**src/rtl/alu_ctrl_pkg.sv**
```systemverilog
// ============================================================================
//  alu_ctrl_pkg : shared codes, funct constants and sequencer states for
//                 alu_ctrl_md (optional divide support: ALU_CTRL_MD_DIV_EN)
//  Revision     : 1.0
// ============================================================================
`default_nettype none

package alu_ctrl_pkg;

    localparam logic [3:0] ALU_OR   = 4'b0000;
    localparam logic [3:0] ALU_AND  = 4'b0001;
    localparam logic [3:0] ALU_ADD  = 4'b0010;
    localparam logic [3:0] ALU_SUB  = 4'b0110;
    localparam logic [3:0] ALU_NOR  = 4'b0111;
    localparam logic [3:0] ALU_SLL  = 4'b1000;
    localparam logic [3:0] ALU_SRL  = 4'b1001;
    localparam logic [3:0] ALU_SLLV = 4'b1010;
    localparam logic [3:0] ALU_SRLV = 4'b1011;
    localparam logic [3:0] ALU_SLT  = 4'b1100;
    localparam logic [3:0] ALU_JR   = 4'b1111;

    localparam logic [1:0] ALUOP_MEM = 2'b00;
    localparam logic [1:0] ALUOP_BR  = 2'b01;
    localparam logic [1:0] ALUOP_R   = 2'b10;
    localparam logic [1:0] ALUOP_IMM = 2'b11;

    localparam logic [5:0] F_ADD   = 6'b100000;
    localparam logic [5:0] F_SUB   = 6'b100010;
    localparam logic [5:0] F_AND   = 6'b100100;
    localparam logic [5:0] F_OR    = 6'b100101;
    localparam logic [5:0] F_SLT   = 6'b101010;
    localparam logic [5:0] F_NOR   = 6'b100111;
    localparam logic [5:0] F_SLL   = 6'b000000;
    localparam logic [5:0] F_SRL   = 6'b000010;
    localparam logic [5:0] F_SLLV  = 6'b000100;
    localparam logic [5:0] F_SRLV  = 6'b000110;
    localparam logic [5:0] F_JR    = 6'b001000;
    localparam logic [5:0] F_MULT  = 6'b011000;
    localparam logic [5:0] F_MULTU = 6'b011001;
    localparam logic [5:0] F_DIV   = 6'b011010;
    localparam logic [5:0] F_DIVU  = 6'b011011;
    localparam logic [5:0] F_MFHI  = 6'b010000;
    localparam logic [5:0] F_MFLO  = 6'b010010;

    localparam logic [1:0] WB_ALU = 2'b00;
    localparam logic [1:0] WB_HI  = 2'b01;
    localparam logic [1:0] WB_LO  = 2'b10;

    typedef enum logic [1:0] {
        MD_IDLE = 2'd0,
        MD_MUL  = 2'd1,
`ifdef ALU_CTRL_MD_DIV_EN
        MD_DIV  = 2'd2,
`endif
        MD_DONE = 2'd3
    } md_state_t;

    // Functs that launch the sequencer.
    function automatic logic is_muldiv_funct(input logic [5:0] f);
        logic r;
        r = (f == F_MULT) || (f == F_MULTU);
`ifdef ALU_CTRL_MD_DIV_EN
        r = r || (f == F_DIV) || (f == F_DIVU);
`endif
        return r;
    endfunction

    // Functs that depend on HI/LO and must wait for the sequencer.
    function automatic logic is_md_funct(input logic [5:0] f);
        return is_muldiv_funct(f) || (f == F_MFHI) || (f == F_MFLO);
    endfunction

endpackage

`default_nettype wire

```
**src/rtl/alu_ctrl_md_seq.sv**
```systemverilog
// ============================================================================
//  alu_ctrl_md_seq : iterative multiply/divide sequencer with HI/LO registers
//                    (divide datapath only with ALU_CTRL_MD_DIV_EN)
//  Revision        : 1.0
// ============================================================================
`default_nettype none

module alu_ctrl_md_seq
    import alu_ctrl_pkg::*;
#(
    parameter int DATA_W = 32
) (
    input  logic              clk_i,
    input  logic              rst_i,
    input  logic              start,
    input  logic              is_unsigned,
`ifdef ALU_CTRL_MD_DIV_EN
    input  logic              is_div,
`endif
    input  logic [DATA_W-1:0] rs_data,
    input  logic [DATA_W-1:0] rt_data,
    output md_state_t         state,
    output logic [DATA_W-1:0] hi,
    output logic [DATA_W-1:0] lo
);

    localparam int CNT_W = $clog2(DATA_W) + 1;

    md_state_t               state_nxt;
    logic [CNT_W-1:0]        cnt;
    logic [2*DATA_W-1:0]     acc;
    logic [DATA_W-1:0]       opnd;
    logic                    neg_q;
    logic                    last_iter;
    logic [DATA_W-1:0]       mag_a;
    logic [DATA_W-1:0]       mag_b;
    logic [DATA_W:0]         mul_sum;
    logic [2*DATA_W-1:0]     mul_step;
    logic [2*DATA_W-1:0]     prod_fix;

    assign last_iter = (cnt == CNT_W'(DATA_W - 1));
    assign mag_a     = (!is_unsigned && rs_data[DATA_W-1]) ? -rs_data : rs_data;
    assign mag_b     = (!is_unsigned && rt_data[DATA_W-1]) ? -rt_data : rt_data;

    // acc = {partial product, remaining multiplier bits}; shifts right each step.
    assign mul_sum  = {1'b0, acc[2*DATA_W-1:DATA_W]}
                    + (acc[0] ? {1'b0, opnd} : {(DATA_W+1){1'b0}});
    assign mul_step = {mul_sum, acc[DATA_W-1:1]};
    assign prod_fix = neg_q ? -acc : acc;

`ifdef ALU_CTRL_MD_DIV_EN
    logic                    op_div;
    logic                    neg_r;
    logic                    div_zero;
    logic [DATA_W:0]         rem_sh;
    logic [DATA_W:0]         rem_diff;
    logic [2*DATA_W-1:0]     div_step;
    logic [DATA_W-1:0]       quo_fix;
    logic [DATA_W-1:0]       rem_fix;

    // acc = {partial remainder, dividend bits shifting into quotient bits}.
    assign rem_sh   = {acc[2*DATA_W-1:DATA_W], acc[DATA_W-1]};
    assign rem_diff = rem_sh - {1'b0, opnd};
    assign div_step = rem_diff[DATA_W]
                    ? {rem_sh[DATA_W-1:0],   acc[DATA_W-2:0], 1'b0}
                    : {rem_diff[DATA_W-1:0], acc[DATA_W-2:0], 1'b1};
    assign quo_fix  = neg_q ? -acc[DATA_W-1:0] : acc[DATA_W-1:0];
    assign rem_fix  = neg_r ? -acc[2*DATA_W-1:DATA_W] : acc[2*DATA_W-1:DATA_W];
`endif

    always_ff @(posedge clk_i or negedge rst_i) begin
        if (!rst_i) begin
            state <= MD_IDLE;
        end else begin
            state <= state_nxt;
        end
    end

    always_comb begin
        state_nxt = state;
        case (state)
            MD_IDLE: begin
                if (start) begin
                    state_nxt = MD_MUL;
`ifdef ALU_CTRL_MD_DIV_EN
                    if (is_div) begin
                        state_nxt = (rt_data == '0) ? MD_DONE : MD_DIV;
                    end
`endif
                end
            end
            MD_MUL:  if (last_iter) state_nxt = MD_DONE;
`ifdef ALU_CTRL_MD_DIV_EN
            MD_DIV:  if (last_iter) state_nxt = MD_DONE;
`endif
            MD_DONE: state_nxt = MD_IDLE;
            default: state_nxt = MD_IDLE;
        endcase
    end

    always_ff @(posedge clk_i or negedge rst_i) begin
        if (!rst_i) begin
            cnt      <= '0;
            acc      <= '0;
            opnd     <= '0;
            neg_q    <= 1'b0;
            hi       <= '0;
            lo       <= '0;
`ifdef ALU_CTRL_MD_DIV_EN
            op_div   <= 1'b0;
            neg_r    <= 1'b0;
            div_zero <= 1'b0;
`endif
        end else begin
            case (state)
                MD_IDLE: begin
                    if (start) begin
                        cnt   <= '0;
                        neg_q <= !is_unsigned & (rs_data[DATA_W-1] ^ rt_data[DATA_W-1]);
                        acc   <= {{DATA_W{1'b0}}, mag_b};
                        opnd  <= mag_a;
`ifdef ALU_CTRL_MD_DIV_EN
                        op_div   <= is_div;
                        neg_r    <= !is_unsigned & rs_data[DATA_W-1];
                        div_zero <= (rt_data == '0);
                        if (is_div) begin
                            // A zero divisor keeps the raw dividend for HI.
                            acc  <= {{DATA_W{1'b0}}, (rt_data == '0) ? rs_data : mag_a};
                            opnd <= mag_b;
                        end
`endif
                    end
                end
                MD_MUL: begin
                    acc <= mul_step;
                    cnt <= cnt + 1'b1;
                end
`ifdef ALU_CTRL_MD_DIV_EN
                MD_DIV: begin
                    acc <= div_step;
                    cnt <= cnt + 1'b1;
                end
`endif
                MD_DONE: begin
                    hi <= prod_fix[2*DATA_W-1:DATA_W];
                    lo <= prod_fix[DATA_W-1:0];
`ifdef ALU_CTRL_MD_DIV_EN
                    if (op_div) begin
                        if (div_zero) begin
                            hi <= acc[DATA_W-1:0];
                            lo <= '1;
                        end else begin
                            hi <= rem_fix;
                            lo <= quo_fix;
                        end
                    end
`endif
                end
                default: ;
            endcase
        end
    end

endmodule

`default_nettype wire

```
**src/rtl/alu_ctrl_md.sv**
```systemverilog
// ============================================================================
//  alu_ctrl_md : EX-stage ALU control decode plus HI/LO multiply/divide
//                sequencer with hazard stall (divide: ALU_CTRL_MD_DIV_EN)
//  Revision    : 1.0
// ============================================================================
`default_nettype none

module alu_ctrl_md
    import alu_ctrl_pkg::*;
#(
    parameter int DATA_W = 32,
    parameter int CTRL_W = 4
) (
    input  logic              clk_i,
    input  logic              rst_i,
    input  logic              valid_i,
    input  logic [1:0]        ALUOp_i,
    input  logic [5:0]        funct_i,
    input  logic [DATA_W-1:0] rs_data_i,
    input  logic [DATA_W-1:0] rt_data_i,
    output logic [CTRL_W-1:0] ALUCtrl_o,
    output logic [1:0]        wb_sel_o,
    output logic              stall_o,
    output logic              busy_o,
    output logic [DATA_W-1:0] hi_o,
    output logic [DATA_W-1:0] lo_o
);

    md_state_t  state;
    logic [3:0] alu_code;
    logic       r_type;
    logic       md_op;
    logic       muldiv_op;
    logic       start;

    assign r_type    = (ALUOp_i == ALUOP_R);
    assign md_op     = r_type && is_md_funct(funct_i);
    assign muldiv_op = r_type && is_muldiv_funct(funct_i);

    // R-type add/sub codes are swapped relative to ALUOp 00/01, bit-exact
    // with the decoder this block replaces.
    always_comb begin
        alu_code = ALU_OR;
        case (ALUOp_i)
            ALUOP_MEM: alu_code = ALU_ADD;
            ALUOP_BR:  alu_code = ALU_SUB;
            ALUOP_IMM: alu_code = ALU_ADD;
            default: begin
                case (funct_i)
                    F_ADD:   alu_code = ALU_SUB;
                    F_SUB:   alu_code = ALU_ADD;
                    F_AND:   alu_code = ALU_AND;
                    F_OR:    alu_code = ALU_OR;
                    F_SLT:   alu_code = ALU_SLT;
                    F_NOR:   alu_code = ALU_NOR;
                    F_SLL:   alu_code = ALU_SLL;
                    F_SRL:   alu_code = ALU_SRL;
                    F_SLLV:  alu_code = ALU_SLLV;
                    F_SRLV:  alu_code = ALU_SRLV;
                    F_JR:    alu_code = ALU_JR;
                    default: alu_code = ALU_OR;
                endcase
            end
        endcase
    end

    assign ALUCtrl_o = CTRL_W'(alu_code);

    always_comb begin
        wb_sel_o = WB_ALU;
        if (r_type && funct_i == F_MFHI) wb_sel_o = WB_HI;
        if (r_type && funct_i == F_MFLO) wb_sel_o = WB_LO;
    end

    assign busy_o  = (state != MD_IDLE);
    assign stall_o = rst_i & valid_i & md_op & busy_o;
    assign start   = valid_i & muldiv_op & ~stall_o & ~busy_o;

    alu_ctrl_md_seq #(
        .DATA_W      (DATA_W)
    ) u_md_seq (
        .clk_i       (clk_i),
        .rst_i       (rst_i),
        .start       (start),
        .is_unsigned (funct_i[0]),
`ifdef ALU_CTRL_MD_DIV_EN
        .is_div      (funct_i[1]),
`endif
        .rs_data     (rs_data_i),
        .rt_data     (rt_data_i),
        .state       (state),
        .hi          (hi_o),
        .lo          (lo_o)
    );

endmodule

`default_nettype wire

```
**config.mk**
```make
export PLATFORM = sky130hd
export DESIGN_NAME = alu_ctrl_md
export DESIGN_NICKNAME = d
export VERILOG_FILES = /design/src/rtl/alu_ctrl_pkg.sv /design/src/rtl/alu_ctrl_md_seq.sv /design/src/rtl/alu_ctrl_md.sv
export SDC_FILE = /design/constraint.sdc
export NUM_CORES = 1
export LEC_CHECK = 0
export CAP_MARGIN = 40
export CELL_PAD_IN_SITES_DETAIL_PLACEMENT = 0
export CELL_PAD_IN_SITES_GLOBAL_PLACEMENT = 2
export CORE_MARGIN = 5
export CORE_UTILIZATION = 42
export DETAILED_ROUTE_END_ITERATION = 7
export DONT_BUFFER_PORTS = 1
export HOLD_SLACK_MARGIN = 0.06
export PLACE_DENSITY_LB_ADDON = 0.12
export SLEW_MARGIN = 20
export SYNTH_ARGS = -nofsm -noshare
export SYNTH_HDL_FRONTEND = slang
export SYNTH_SLANG_ARGS = --single-unit
```
**constraint.sdc**
```tcl
create_clock -name clk_i -period 9.6 [get_ports clk_i]
set_input_delay 0.48 -clock clk_i [delete_from_list [all_inputs] [get_ports clk_i]]
set_output_delay 0.48 -clock clk_i [all_outputs]
set_load 0.005 [all_outputs]
```
==> implementation parameters <==
Parameter                              Value

Run status
  Run status    complete, no violations

Timing
  Tmin final    3610 ps
  Count of endpoints failing hold in the final timing report    0
  Maximum operating frequency    277 MHz
  Final-report max-slew violation count    0
  Post-route fraction of the period consumed by the critical path    a little under two fifths
  TNS Setup    0 ps
  Slew at the pin closest to its max-slew limit    875 ps
  Setup repair after global routing missed its margin    no
  Clock skew    between 15 and 20 ps
  Remaining max-slew budget at the tightest pin    41.6%
  Final setup vio count    0

Die
  Floorplan die height    173 µm
  DIE WIDTH    173 µm
  Effective utilization at floorplan    42.7%
  Number of primary I/O pins    147
  Standard-cell rows    59
  Floorplan die area    approximately 30000 µm²
  Core area    26100 µm²

Global routing
  First-pass GRT wire length    between 50000 and 60000 µm
  Vias in the first global route    8685
  Initial antenna violation count    0
  GR Util All Layers    approximately 21%
  Maximum number of pins on one net before global-route repair    170
  Overflow left after global routing    0

Pwr
  PwrDens    roughly 220 nW/µm²
  Clock network fraction of total power    26.3%
  Worst supply voltage drop on vdd    0.000129 V
  Internal power    0.00152 W
  Logic pwr share    31.1%
  Net Sw Power    0.00109 W
  Switching Fraction    41.8%
  Seq pwr share    42.6%
  Lkg Pwr    between 4 and 5 nW

CTS
  Clock-pin slew reported for the worst setup and hold paths after clock tree synthesis    ~80 ps
  Maximum clock insertion buffer count    2
  Number of H-tree levels    4
  TritonCTS clock tree    yes
  CTS root buf    sky130_fd_sc_hd__clkbuf_16
  Clock latency at the later pin of the worst-skew pair    approximately 440 ps
  Total clock sinks    169
  CTS Buf Count    17

Drt
  Post-detailed-route DRC marker count    0
  DR pass1 iterations    5
  Via-per-instance ratio    5.64
  Residual antenna-violating net count after detailed routing    0
  Vias after detailed routing    just over 9000
  Iteration-0 DRC count of the detailed router    619
  Routed len/inst    19.1 µm
  Final wirelength    approximately 31000 µm

Setup path
  Reg-to-reg setup timing slack    5990 ps
  CP Class    reg -> reg
  FF-to-FF Start    u_md_seq.acc[0]$_DFFE_PN0P_
  Largest driver fanout on the critical path    32
  Worst Path Buf+Inv    2
  Crit path largest cell delay    610 ps
  Worst Reg2Reg Path Length in Cells    12
  Worst reg2reg path endpoint    u_md_seq.acc[59]$_DFFE_PN0P_
  Cell occurring most often along the worst timing path    sky130_fd_sc_hd__o311ai_0
  Worst Path Arrival    3910 ps
  Critical Path, Cell by Cell    buf_8 -> and2_1 -> ha_1 -> inv_1 -> fa_1 -> nor2b_1 -> o2111a_1 -> o21bai_1 -> o311ai_0 -> a21boi_0 -> or4_1 -> o311ai_0
  CP endpoint kind    flop
  Largest delay share family, worst path    compound AO/OA/AOI/OAI gates
  Required time at the endpoint of the critical path    a little under 10000 ps
  Element type at the critical path start    flop
  Standard cell with the maximum stage delay on the critical path    sky130_fd_sc_hd__o311ai_0

Placed design
  IO Port Bufs    0
  Placed instance area    between 10000 and 15000 µm²
  Post-detailed-placement half-perimeter wirelength    23500 µm
  Placer's final routability congestion estimate    0.866

Synth
  Synthesized area per cell    between 8 and 9 µm²
  Syn Inst Count    between 1000 and 1500
  Number of different library cells in the post-synthesis netlist    64
  Synth top area cells    sky130_fd_sc_hd__dfrtp_1, sky130_fd_sc_hd__o21ai_0, sky130_fd_sc_hd__xor2_1
  Async SR Flop Fraction    100%
  Synth area leader    sky130_fd_sc_hd__dfrtp_1
  Cell area after technology mapping    approximately 11000 µm²
  Net count of the mapped netlist    around 1500
  Register area share after synthesis    between 30 and 40%
  Number of storage elements in the synthesis netlist    169
  Warning count from the yosys run    0
  Portion of synthesized cell area occupied by the leading cell type    37.9%
  Count of flip-flops with a built-in enable after synthesis    0
  Most used DFF post-synth    sky130_fd_sc_hd__dfrtp_1

Final layout
  Number of fill cells in the layout    roughly 2700
  Final nets    1412
  Fraction of final layout cells with drive strength greater than 1    under 10%
  Ant. Diodes    0
  Area growth from synthesis to final layout    8.23%
  Post-route standard cell area excluding fillers    around 12000 µm²

Min path
  Min-Delay Path Class    in -> async

Job
  Number of maximum-capacitance constraint violations    0
[logic make-up after synthesis]
logic type                 count (synthesis)  share of synthesized area (%)
AOI/OAI and AO/OA                        421                           22.4
buffers and inverters                    109                           3.67
muxes                                      5                          0.449
and+or+nand+nor                          456                           19.8
DFF                                      169                           37.9
adders and majority gates                 37                           4.22
xor gates and xnor gates                 147                           11.5
[worst max-delay path by stage]
stage | cells after the start | from | slack [ps] | endpoint
after floorplan | 12 | u_md_seq.acc[0]$_DFFE_PN0P_ | 6380 | u_md_seq.acc[59]$_DFFE_PN0P_
after global placement | 11 | u_md_seq.acc[0]$_DFFE_PN0P_ | 5750 | u_md_seq.acc[59]$_DFFE_PN0P_
after detailed placement | 11 | u_md_seq.acc[0]$_DFFE_PN0P_ | 5650 | u_md_seq.acc[59]$_DFFE_PN0P_
after CTS | 11 | u_md_seq.acc[0]$_DFFE_PN0P_ | 5620 | u_md_seq.acc[59]$_DFFE_PN0P_
after global routing | 12 | u_md_seq.acc[0]$_DFFE_PN0P_ | 5600 | u_md_seq.acc[59]$_DFFE_PN0P_
final | 12 | u_md_seq.acc[0]$_DFFE_PN0P_ | 5990 | u_md_seq.acc[59]$_DFFE_PN0P_
[power by group through the flow]
stage / combinational (W) / clock [W] / sequential (W)
floorplan: 0.000617 / 0 / 0.00101
global placement: 0.000763 / 0 / 0.00113
detailed placement: 0.000774 / 0 / 0.00113
CTS: 0.000793 / 0.000703 / 0.00112
global route: 0.000919 / 0.000737 / 0.00114
finish: 0.000812 / 0.000687 / 0.00111
[final cells by class]
| type | instances | area (µm²) | area share (%) |
|---|---|---|---|
| inverter | 32 | 120 | 0.995 |
| clock inverter | 15 | 158 | 1.31 |
| sequential | 169 | 4230 | 35.1 |
| timing repair buffer | 14 | 179 | 1.48 |
| multi-input combinational | 1066 | 6540 | 54.2 |
| tap | 335 | 419 | 3.47 |
| clock buffer | 17 | 425 | 3.53 |
[Yosys cell counts (all sizes together), types with 6 or more instances]
cell / number
a21o: 9
a21oi: 88
a31oi: 6
and2: 34
and3: 8
clkbuf: 72
dfrtp: 169
ha: 36
inv: 32
nand2: 213
nand3: 18
nand4: 11
nor2: 68
nor2b: 8
nor3: 21
nor4: 15
o211ai: 6
o21ai: 206
o21bai: 6
o31ai: 34
o41ai: 19
or3: 13
or4: 22
xnor2: 46
xor2: 101
[placed cells by master (no fill, tap or decap), drive strengths merged, types with 4 or more instances in the layout]
cell type / n
nand3: 18
nand2b: 5
nand4: 11
a211oi: 5
nor4: 15
nor2b: 8
ha: 36
dfrtp: 169
o311ai: 4
o21bai: 6
clkbuf: 18
a21o: 9
a21boi: 4
xnor2: 46
o21a: 5
a31oi: 6
or3: 13
or4: 22
o211ai: 6
o22ai: 4
nor3: 21
clkinv: 5
nor3b: 5
xor2: 101
inv: 39
and2: 34
o21ai: 206
nor2: 68
o41ai: 19
o31ai: 34
a21oi: 88
buf: 13
mux2i: 5
nand2: 213
and3: 8
[flip-flops by register name, summed over array words and instances, names as in the netlist]
name / cells
u_md_seq.lo: 32
u_md_seq.neg_q: 1
u_md_seq.hi: 32
u_md_seq.opnd: 32
u_md_seq.acc: 64
u_md_seq.state: 2
u_md_seq.cnt: 6
[metrics by stage]
stage                     cells  power (W)  setup WS (ps)  utilization (%)  hold slack (ps)
after global routing       1648    0.00279           5600             46.2              136
final                      1648    0.00261           5990             46.2             43.8
after detailed placement   1611    0.00191           5650             43.6              190
after CTS                  1644    0.00261           5620             46.0              121
after global placement     1606    0.00189           5750             43.4              189
after floorplan            1344    0.00162           6380                -              184
[what timing repair did]
action	CTS	global route
hold buffers	1	0
hold endpoints to repair	169	0
resized for setup	0	0
buffers inserted	0	0
setup endpoints to repair	0	0
[metal layers]
metal | up-vias | GRT usage, % | share of wire [%]
met5 | - | 0 | 0
met4 | 0 | 3.36 | 0.69
met3 | 13 | 4.17 | 5.4
met2 | 232 | 28.2 | 40
met1 | 4350 | 33.7 | 54
li1 | 4692 | - | -
Power figures use the tool's default switching activity.
